$ cat src/rtl/serial_adder.sv
// serial_adder -- bit-serial ripple adder, one bit per clock, LSB first.
//
// A request on start (sampled in IDLE) captures a, b and cin. The block then
// spends WIDTH cycles in RUN, handling one bit per cycle with two half-adder
// cells plus an OR. The final edge of RUN registers sum and cout. done then
// pulses for one cycle in DONE, and the block returns to IDLE.
//
// State table
//   state | meaning
//   IDLE  | waiting for start; sum/cout hold the last result
//   RUN   | processing one operand bit per cycle (busy=1)
//   DONE  | one-cycle done pulse; result valid on sum/cout
//
// Ports
//   clk    in   single clock, rising edge
//   rst_n  in   asynchronous active-low reset
//   start  in   request one addition (honoured in IDLE only)
//   a, b   in   WIDTH-bit operands
//   cin    in   carry-in
//   busy   out  high while in RUN
//   done   out  one-cycle pulse marking a valid result
//   sum    out  registered WIDTH-bit sum
//   cout   out  registered carry-out
`timescale 1ns/1ps
module serial_adder #(
  parameter int WIDTH = 8
) (
  input  logic             clk,
  input  logic             rst_n,
  input  logic             start,
  input  logic [WIDTH-1:0] a,
  input  logic [WIDTH-1:0] b,
  input  logic             cin,
  output logic             busy,
  output logic             done,
  output logic [WIDTH-1:0] sum,
  output logic             cout
);

  localparam int CW = (WIDTH > 1) ? $clog2(WIDTH) : 1;

  typedef enum logic [1:0] {
    IDLE = 2'd0,
    RUN  = 2'd1,
    DONE = 2'd2
  } state_t;

  state_t state, state_nx;

  logic [WIDTH-1:0] a_sr;
  logic [WIDTH-1:0] b_sr;
  logic [WIDTH-1:0] s_sr;
  logic             c_q;
  logic [CW-1:0]    cnt;

  logic capture;
  logic step;
  logic last;

  logic ha0_s, ha0_c, ha1_c;
  logic bit_s, bit_c;
  logic [WIDTH-1:0] s_next;

  // Two half adders plus an OR form the full-adder cell.
  assign ha0_s  = a_sr[0] ^ b_sr[0];
  assign ha0_c  = a_sr[0] & b_sr[0];
  assign bit_s  = ha0_s ^ c_q;
  assign ha1_c  = ha0_s & c_q;
  assign bit_c  = ha0_c | ha1_c;

  // The new sum bit enters at the MSB. After WIDTH shifts, bit 0 of the
  // result sits at the LSB.
  assign s_next = {bit_s, s_sr[WIDTH-1:1]};
  assign last   = (cnt == CW'(WIDTH - 1));

  always_ff @(posedge clk or negedge rst_n) begin
    if (!rst_n) begin
      state <= IDLE;
    end else begin
      state <= state_nx;
    end
  end

  always_comb begin
    state_nx = state;
    capture  = 1'b0;
    step     = 1'b0;
    busy     = 1'b0;
    done     = 1'b0;
    case (state)
      IDLE: begin
        if (start) begin
          capture  = 1'b1;
          state_nx = RUN;
        end
      end
      RUN: begin
        busy = 1'b1;
        step = 1'b1;
        if (last) begin
          state_nx = DONE;
        end
      end
      DONE: begin
        done     = 1'b1;
        state_nx = IDLE;
      end
      default: begin
        state_nx = IDLE;
      end
    endcase
  end

  always_ff @(posedge clk or negedge rst_n) begin
    if (!rst_n) begin
      a_sr <= '0;
      b_sr <= '0;
      s_sr <= '0;
      c_q  <= 1'b0;
      cnt  <= '0;
      sum  <= '0;
      cout <= 1'b0;
    end else if (capture) begin
      a_sr <= a;
      b_sr <= b;
      s_sr <= '0;
      c_q  <= cin;
      cnt  <= '0;
    end else if (step) begin
      a_sr <= {1'b0, a_sr[WIDTH-1:1]};
      b_sr <= {1'b0, b_sr[WIDTH-1:1]};
      s_sr <= s_next;
      c_q  <= bit_c;
      cnt  <= cnt + CW'(1);
      if (last) begin
        sum  <= s_next;
        cout <= bit_c;
      end
    end
  end

endmodule

$ cat config.mk
export PLATFORM = sky130hd
export DESIGN_NAME = serial_adder
export DESIGN_NICKNAME = d
export VERILOG_FILES = /design/src/rtl/serial_adder.sv
export SDC_FILE = /design/constraint.sdc
export NUM_CORES = 1
export LEC_CHECK = 0
export BUFFER_PORTS_ARGS = -buffer_cell sky130_fd_sc_hd__buf_2
export CAP_MARGIN = 20
export CORE_ASPECT_RATIO = 0.9
export CORE_MARGIN = 3
export CORE_UTILIZATION = 41
export DETAILED_ROUTE_END_ITERATION = 12
export PLACE_DENSITY = 0.63
export REMOVE_ABC_BUFFERS = 1
export SETUP_SLACK_MARGIN = 0.02
export SLEW_MARGIN = 20
export SYNTH_ARGS = -nofsm -noshare
export SYNTH_HDL_FRONTEND = slang
export SYNTH_SLANG_ARGS = --single-unit
$ cat constraint.sdc
create_clock -name clk -period 2.02 [get_ports clk]
set_input_delay 0.303 -clock clk [delete_from_list [all_inputs] [get_ports clk]]
set_output_delay 0.303 -clock clk [all_outputs]
set_load 0.01 [all_outputs]
==> results of run 1 <==
==> worst max path at each step <==
| stage | from | end | slack [ns] | cells after the start |
|---|---|---|---|---|
| finish | state[1] | done | 0.27 | 3 |
| global route | state[1] | done | 0.13 | 3 |
| CTS | state[1] | done | 0.23 | 3 |
| detailed placement | cnt[0] | sum[4] | 0.55 | 4 |
| global placement | state[1] | done | 0.60 | 3 |
| floorplan | state[0] | c_q | 0.23 | 2 |
==> metrics by stage <==
stage	instances	hold WS (ns)	cell area, um2	utilization [%]
after floorplan	129	0.00741	1690	-
after global placement	210	0.440	1920	46.5
after detailed placement	210	0.453	1920	46.5
after CTS	216	0.144	2000	48.5
after global routing	216	0.179	2000	48.5
final	216	0.134	2000	48.5
==> area by class of cell <==
cell class | instances | share of cell area [%]
inverters | 17 | 3.19
well taps | 48 | 3.00
repair buffers | 33 | 8.62
multi-input cells | 74 | 33.6
flip-flops and latches | 38 | 47.5
clock buffers | 6 | 4.12
==> cell usage after synthesis <==
master / count / share of area (%)
a221oi_1: 1 / 0.49
clkbuf_1: 4 / 0.85
mux2_2: 8 / 5.1
nor4b_1: 15 / 7.4
buf_4: 2 / 0.85
buf_6: 3 / 1.9
inv_1: 17 / 3.6
fa_1: 1 / 1.1
ha_1: 2 / 1.4
nor2b_1: 2 / 0.71
a21oi_1: 1 / 0.28
a211oi_2: 1 / 0.71
dfrtp_1: 38 / 54
a22o_1: 11 / 5.4
a211oi_1: 13 / 5.5
nor3b_1: 15 / 6.4
nand3b_4: 1 / 1.1
o21bai_4: 1 / 1.1
mux2_1: 2 / 1.3
buf_2: 4 / 1.1
==> worst reg2reg max path: stages (launching register included) <==
cell      delay [ns]
dfrtp_1         0.39
ha_1            0.20
ha_1            0.23
nand3b_4        0.17
mux2_2          0.36
==> flip-flops by register name, summed over array words and instances (netlist names) <==
register / count
a_sr: 8
b_sr: 8
sum: 8
s_sr: 7
cnt: 3
state: 2
c_q: 1
cout: 1
==> metal layers <==
| layer | vias up | track usage (%) | share of wire [%] |
|---|---|---|---|
| met5 | - | 0 | 0 |
| met4 | 0 | 4.59 | 0 |
| met3 | 0 | 4.99 | 2.4 |
| met2 | 18 | 21.1 | 48 |
| met1 | 586 | 21.4 | 49 |
| li1 | 567 | - | - |
==> power by group <==
part           total [W]  internal (W)  switching (W)
sequential       0.00133       0.00111       0.000220
combinational    0.00111      0.000561       0.000550
clock           0.000501      0.000263       0.000238
==> logic make-up after synthesis <==
| family | after synthesis | synth area share (%) |
|---|---|---|
| flip-flops | 38 | 53.7 |
| AND/OR/NAND/NOR | 33 | 15.6 |
| buffers and inverters | 30 | 8.33 |
| AO/OA/AOI/OAI | 28 | 13.5 |
| multiplexers | 10 | 6.36 |
| adder cells (fa/ha/maj) | 3 | 2.54 |
==> flow_metrics.env, run 1 <==
export IMPL_synth_cell_type_count=20
export IMPL_cts_sinks=38
export IMPL_diodes=0
export IMPL_ys_ff_latch=38
export IMPL_min_path_type="primary input to asynchronous set/reset pin"
export IMPL_maxSlewViolCount=0
export IMPL_drtIter0Drc=68
export IMPL_period_share_pct=86.7
export IMPL_max_stage_delay_ns=0.56
export IMPL_grt_max_degree=39
export IMPL_post_cts_buffers=0
export IMPL_cap_violations=0
export IMPL_clk_latency_ns=0.28
export IMPL_syn_area_mm2=0.00177
export IMPL_final_nets=192
export IMPL_powerDensity_mw_per_mm2=1470
export IMPL_report_final_hold_viol_count=0
export IMPL_min_period_ns=1.75
export IMPL_grt_use_total_pct=14.9
export IMPL_die_h_um=68.4
export IMPL_gp_congestion=0.734
export IMPL_post_dp_hpwl_um=2200
export IMPL_port_buffers=30
export IMPL_grt_pass1_wl_um=5730
export IMPL_worst_pin_slew_ns=0.870
export IMPL_r2r_worst_path_cells=4
export IMPL_p_leak_nw=0.938
export IMPL_layout_drive_gt1_share_pct=29.8
export IMPL_synthCells=142
export IMPL_initial_core_util_pct=42.9
export IMPL_arrival_ns=1.45
export IMPL_worst_setup_path_type="register to output pin"
export IMPL_crit_slowest_cell="dfrtp_1"
export IMPL_regArea_um2=951
export IMPL_yosys_warnings=0
export IMPL_ys_seq_area_share_pct=53.7
export IMPL_ir_drop_mv=0.701
export IMPL_chipWidth_um=75.3
export IMPL_setup_viol=0
export IMPL_post_place_ws_ns=0.549
export IMPL_ctsLongestPathBuffers=2
export IMPL_cp_cell_sequence="buf_4, nor2b_1, buf_2"
export IMPL_firstDrtPassIters=4
export IMPL_avgRoutedWirePerCell_um=15.5
export IMPL_power_w=0.00294
export IMPL_r2r_start="cnt[0]"
export IMPL_h_tree_depth=2
export IMPL_avgSynthCellArea_um2=12.5
export IMPL_numCtsBuffers=5
export IMPL_coreArea_mm2=0.00413
export IMPL_multi_input_area_um2=673
export IMPL_final_common_cell="dfrtp_1"
export IMPL_fmax_ghz=0.571
export IMPL_cts_hold_buf=0
export IMPL_n_fill_cell=390
export IMPL_syn_to_final_growth_pct=13.1
export IMPL_cts_tree="yes"
export IMPL_cts_resized_gates=0
export IMPL_drtAntennaViolNets=0
export IMPL_grt_setup_unrepaired="no"
export IMPL_critPathLaunchType="register"
export IMPL_num_vias=1171
export IMPL_overflow=0
export IMPL_dieArea_mm2=0.00515
export IMPL_critPathTopFamily="flip-flops"
export IMPL_antenna_found_initial=0
export IMPL_viasPerCell=5.42
export IMPL_cp_required_ns=1.72
export IMPL_path_clk_slew_ns=0.07
export IMPL_clock_skew_ns=0.00545
export IMPL_routed_wl_um=3360
export IMPL_relSlewSlack_pct=42.0
export IMPL_row_count=22
export IMPL_cts_root_buf="clkbuf_8"
export IMPL_setup_tns_ns=0
export IMPL_layout_common_cells="38 x dfrtp_1, 30 x buf_2, 17 x inv_1"
export IMPL_fin_ws_ns=0.268
export IMPL_worst_path_buf_inv=2
export IMPL_end_kind="output pin"
export IMPL_crit_fanout=23
export IMPL_drc=0
export IMPL_grt_pass1_vias=1155
export IMPL_status="complete, no violations"
export IMPL_reg2reg_to="sum[4]"
export IMPL_rrSetupSlack_ns=0.55
export IMPL_ios=31
Note: power is estimated with default switching activity, not from simulation.
==> inputs of run 2 (changes only) <==
--- a/config.mk
+++ b/config.mk
@@ -5,15 +5,17 @@
 export SDC_FILE = /design/constraint.sdc
 export NUM_CORES = 1
 export LEC_CHECK = 0
+export ABC_AREA = 1
 export BUFFER_PORTS_ARGS = -buffer_cell sky130_fd_sc_hd__buf_2
 export CAP_MARGIN = 20
 export CORE_ASPECT_RATIO = 0.9
 export CORE_MARGIN = 3
 export CORE_UTILIZATION = 41
 export DETAILED_ROUTE_END_ITERATION = 12
-export PLACE_DENSITY = 0.63
+export PLACE_DENSITY = 0.62
 export REMOVE_ABC_BUFFERS = 1
 export SETUP_SLACK_MARGIN = 0.02
+export SKIP_CTS_REPAIR_TIMING = 1
 export SLEW_MARGIN = 20
 export SYNTH_ARGS = -nofsm -noshare
 export SYNTH_HDL_FRONTEND = slang
==> run 2 against run 1 <==
First-iteration DRC count is 12% higher. Clock skew fell by 0.0019 ns. Sequential share of layout area decreased by 2.7 points. Via count grew 24%. Total power up 5.3%. Largest cell class unchanged.
==> flow_metrics.env, run 2 <==
export IMPL_period_share_pct=77.9
export IMPL_row_count=22
export IMPL_synthCells=220
export IMPL_relSlewSlack_pct=71.1
export IMPL_report_final_hold_viol_count=0
export IMPL_h_tree_depth=2
export IMPL_worst_pin_slew_ns=0.434
export IMPL_ys_ff_latch=38
export IMPL_crit_fanout=14
export IMPL_placed_area_mm2=0.00201
export IMPL_cp_depth=4
export IMPL_numCtsBuffers=5
export IMPL_viasPerCell=4.59
export IMPL_rrSetupSlack_ns=0.70
export IMPL_crit_slowest_cell="dfrtp_1"
export IMPL_num_vias=1449
export IMPL_min_path_cells=3
export IMPL_cap_violations=0
export IMPL_cp_cell_sequence="inv_2, buf_4, nor2_1, buf_2"
export IMPL_initial_core_util_pct=43.6
export IMPL_multi_input_area_um2=719
export IMPL_clock_skew_ns=0.00354
export IMPL_grt_pass1_vias=1350
export IMPL_placed_cells=307
export IMPL_critPathTopFamily="flip-flops"
export IMPL_grt_use_total_pct=14.9
export IMPL_grt_setup_unrepaired="no"
export IMPL_worst_setup_path_type="register to output pin"
export IMPL_min_path_type="primary input to register"
export IMPL_clk_latency_ns=0.29
export IMPL_synth_cell_type_count=19
export IMPL_avgSynthCellArea_um2=8.25
export IMPL_layout_common_cells="113 x nand2_1, 38 x dfrtp_1, 32 x nand3_1"
export IMPL_synth_flop_cell="dfrtp_1"
export IMPL_routed_wl_um=3580
export IMPL_ir_drop_mv=0.541
export IMPL_avgRoutedWirePerCell_um=11.3
export IMPL_yosys_warnings=0
export IMPL_setup_tns_ns=0
export IMPL_overflow=0
export IMPL_arrival_ns=1.27
export IMPL_ios=31
export IMPL_die_h_um=69.1
export IMPL_cts_root_buf="clkbuf_8"
export IMPL_port_buffers=30
export IMPL_final_common_cell="nand2_1"
export IMPL_ys_seq_area_share_pct=52.4
export IMPL_cp_required_ns=1.72
export IMPL_hp_start="a[7]"
export IMPL_antenna_found_initial=0
export IMPL_powerDensity_mw_per_mm2=1460
export IMPL_r2r_worst_path_cells=6
export IMPL_p_leak_nw=1.21
export IMPL_async_reset_ff_share_pct=100
export IMPL_syn_area_mm2=0.00181
export IMPL_end_kind="output pin"
export IMPL_firstDrtPassIters=4
export IMPL_drc=0
export IMPL_n_fill_cell=419
export IMPL_fmax_ghz=0.635
export IMPL_synth_common_cells="113 x nand2_1, 38 x dfrtp_1, 32 x nand3_1"
export IMPL_post_dp_hpwl_um=2460
export IMPL_path_clk_slew_ns=0.08
export IMPL_worst_path_buf_inv=3
export IMPL_r2r_start="state[0]"
export IMPL_layout_cells_non_filler=316
export IMPL_final_nets=278
export IMPL_min_delay_worst_endpoint="a_sr[7]"
export IMPL_yosysMostFrequentCell="nand2_1"
export IMPL_fin_area_mm2=0.00213
export IMPL_syn_to_final_growth_pct=17.2
export IMPL_chipWidth_um=76.1
export IMPL_yosys_area_top_type="dfrtp_1"
export IMPL_grt_pass1_wl_um=6240
export IMPL_min_period_ns=1.57
export IMPL_drtIter0Drc=76
export IMPL_dieArea_mm2=0.00526
export IMPL_cts_sinks=38
export IMPL_regArea_um2=951
export IMPL_reg2reg_to="b_sr[2]"
export IMPL_cts_tree="yes"
export IMPL_drtAntennaViolNets=0
export IMPL_gp_congestion=0.739
export IMPL_status="complete, no violations"
export IMPL_maxSlewViolCount=0
export IMPL_diodes=0
export IMPL_ctsLongestPathBuffers=2
export IMPL_coreArea_mm2=0.00416
export IMPL_yosysTopAreaCellShare_pct=52.4
export IMPL_setup_viol=0
export IMPL_yosys_top_cells_area="dfrtp_1 52%, nand2_1 23%, nand3_1 8.8%"
export IMPL_largestRegisters="a_sr (8), b_sr (8), sum (8)"
export IMPL_synth_edf_count=0
export IMPL_max_stage_delay_ns=0.46
export IMPL_critPathLaunchType="register"
export IMPL_layout_drive_gt1_share_pct=20.7
export IMPL_grt_max_degree=20
[run 2: cell types whose count changed in the layout (fill, tap and decap cells not counted), sizes merged, moves of 2 or more]
cell	previous run	this run
mux2	10	0
nor2b	2	0
clkinv	0	2
nor2	0	3
buf	33	37
nor3b	15	0
a211oi	14	0
nor4b	15	0
inv	17	15
o21ai	0	3
a22o	11	0
nand3	0	32
nand2	0	116
[run 2: cell families (layout without fill, tap and decap cells)]
family / after synthesis / count (layout) / synth area share, %
DFF: 38 / 38 / 52.4
buffers and inverters: 25 / 61 / 7.93
and+or+nand+nor: 151 / 151 / 35.7
adders and majority gates: 3 / 3 / 2.48
AOI/OAI and AO/OA: 3 / 3 / 1.45
[run 2: where the power goes]
| part | switching (W) | leakage (nW) | internal, W | total, W |
|---|---|---|---|---|
| Combinational | 0.000714 | 0.674 | 0.000450 | 0.00116 |
| Clock | 0.000274 | 0.0579 | 0.000363 | 0.000637 |
| Sequential | 0.000189 | 0.480 | 0.00110 | 0.00129 |
| Total | 0.00118 | 1.21 | 0.00192 | 0.00309 |
[run 2: worst max path at each step]
stage	slack [ns]	from	to
after global placement	0.71	state[0]	b_sr[6]
after floorplan	0.72	state[0]	cnt[0]
after detailed placement	0.69	state[0]	b_sr[6]
final	0.45	state[1]	done
after global routing	0.38	state[1]	done
after CTS	0.43	state[1]	done
[run 2: layout make-up]
type                            instances  area share [%]
Sequential cell                        38            44.7
Multi-Input combinational cell        157            33.8
Timing Repair Buffer                   38            10.0
Tap cell                               60            3.53
Clock buffer                            5            3.24
Inverter                               15            2.77
Clock inverter                          3            1.88
[run 2: metrics by stage]
step | power [W] | worst slack [ns] | utilization [%] | hold WS (ns)
2_1_floorplan | 0.00208 | 0.717 | - | 0.00741
3_3_place_gp | 0.00247 | 0.713 | 48.3 | 0.261
3_5_place_dp | 0.00249 | 0.691 | 48.3 | 0.268
4_1_cts | 0.00314 | 0.430 | 50.9 | -0.0570
5_1_grt | 0.00339 | 0.376 | 51.1 | 0.252
6_report | 0.00309 | 0.446 | 51.1 | 0.238
[run 2: worst min-delay path: cells and delay by family]
family,cells,cell delay (ns)
buffers and inverters,1,0.07
and+or+nand+nor,2,0.12
[run 2: metal layers]
metal | wire [um] | GRT usage [%] | up-vias
li1 | - | - | 749
met1 | 1760 | 20.7 | 663
met2 | 1620 | 21.8 | 31
met3 | 127 | 3.26 | 6
met4 | 76 | 7.85 | 0
met5 | 0 | 0 | -
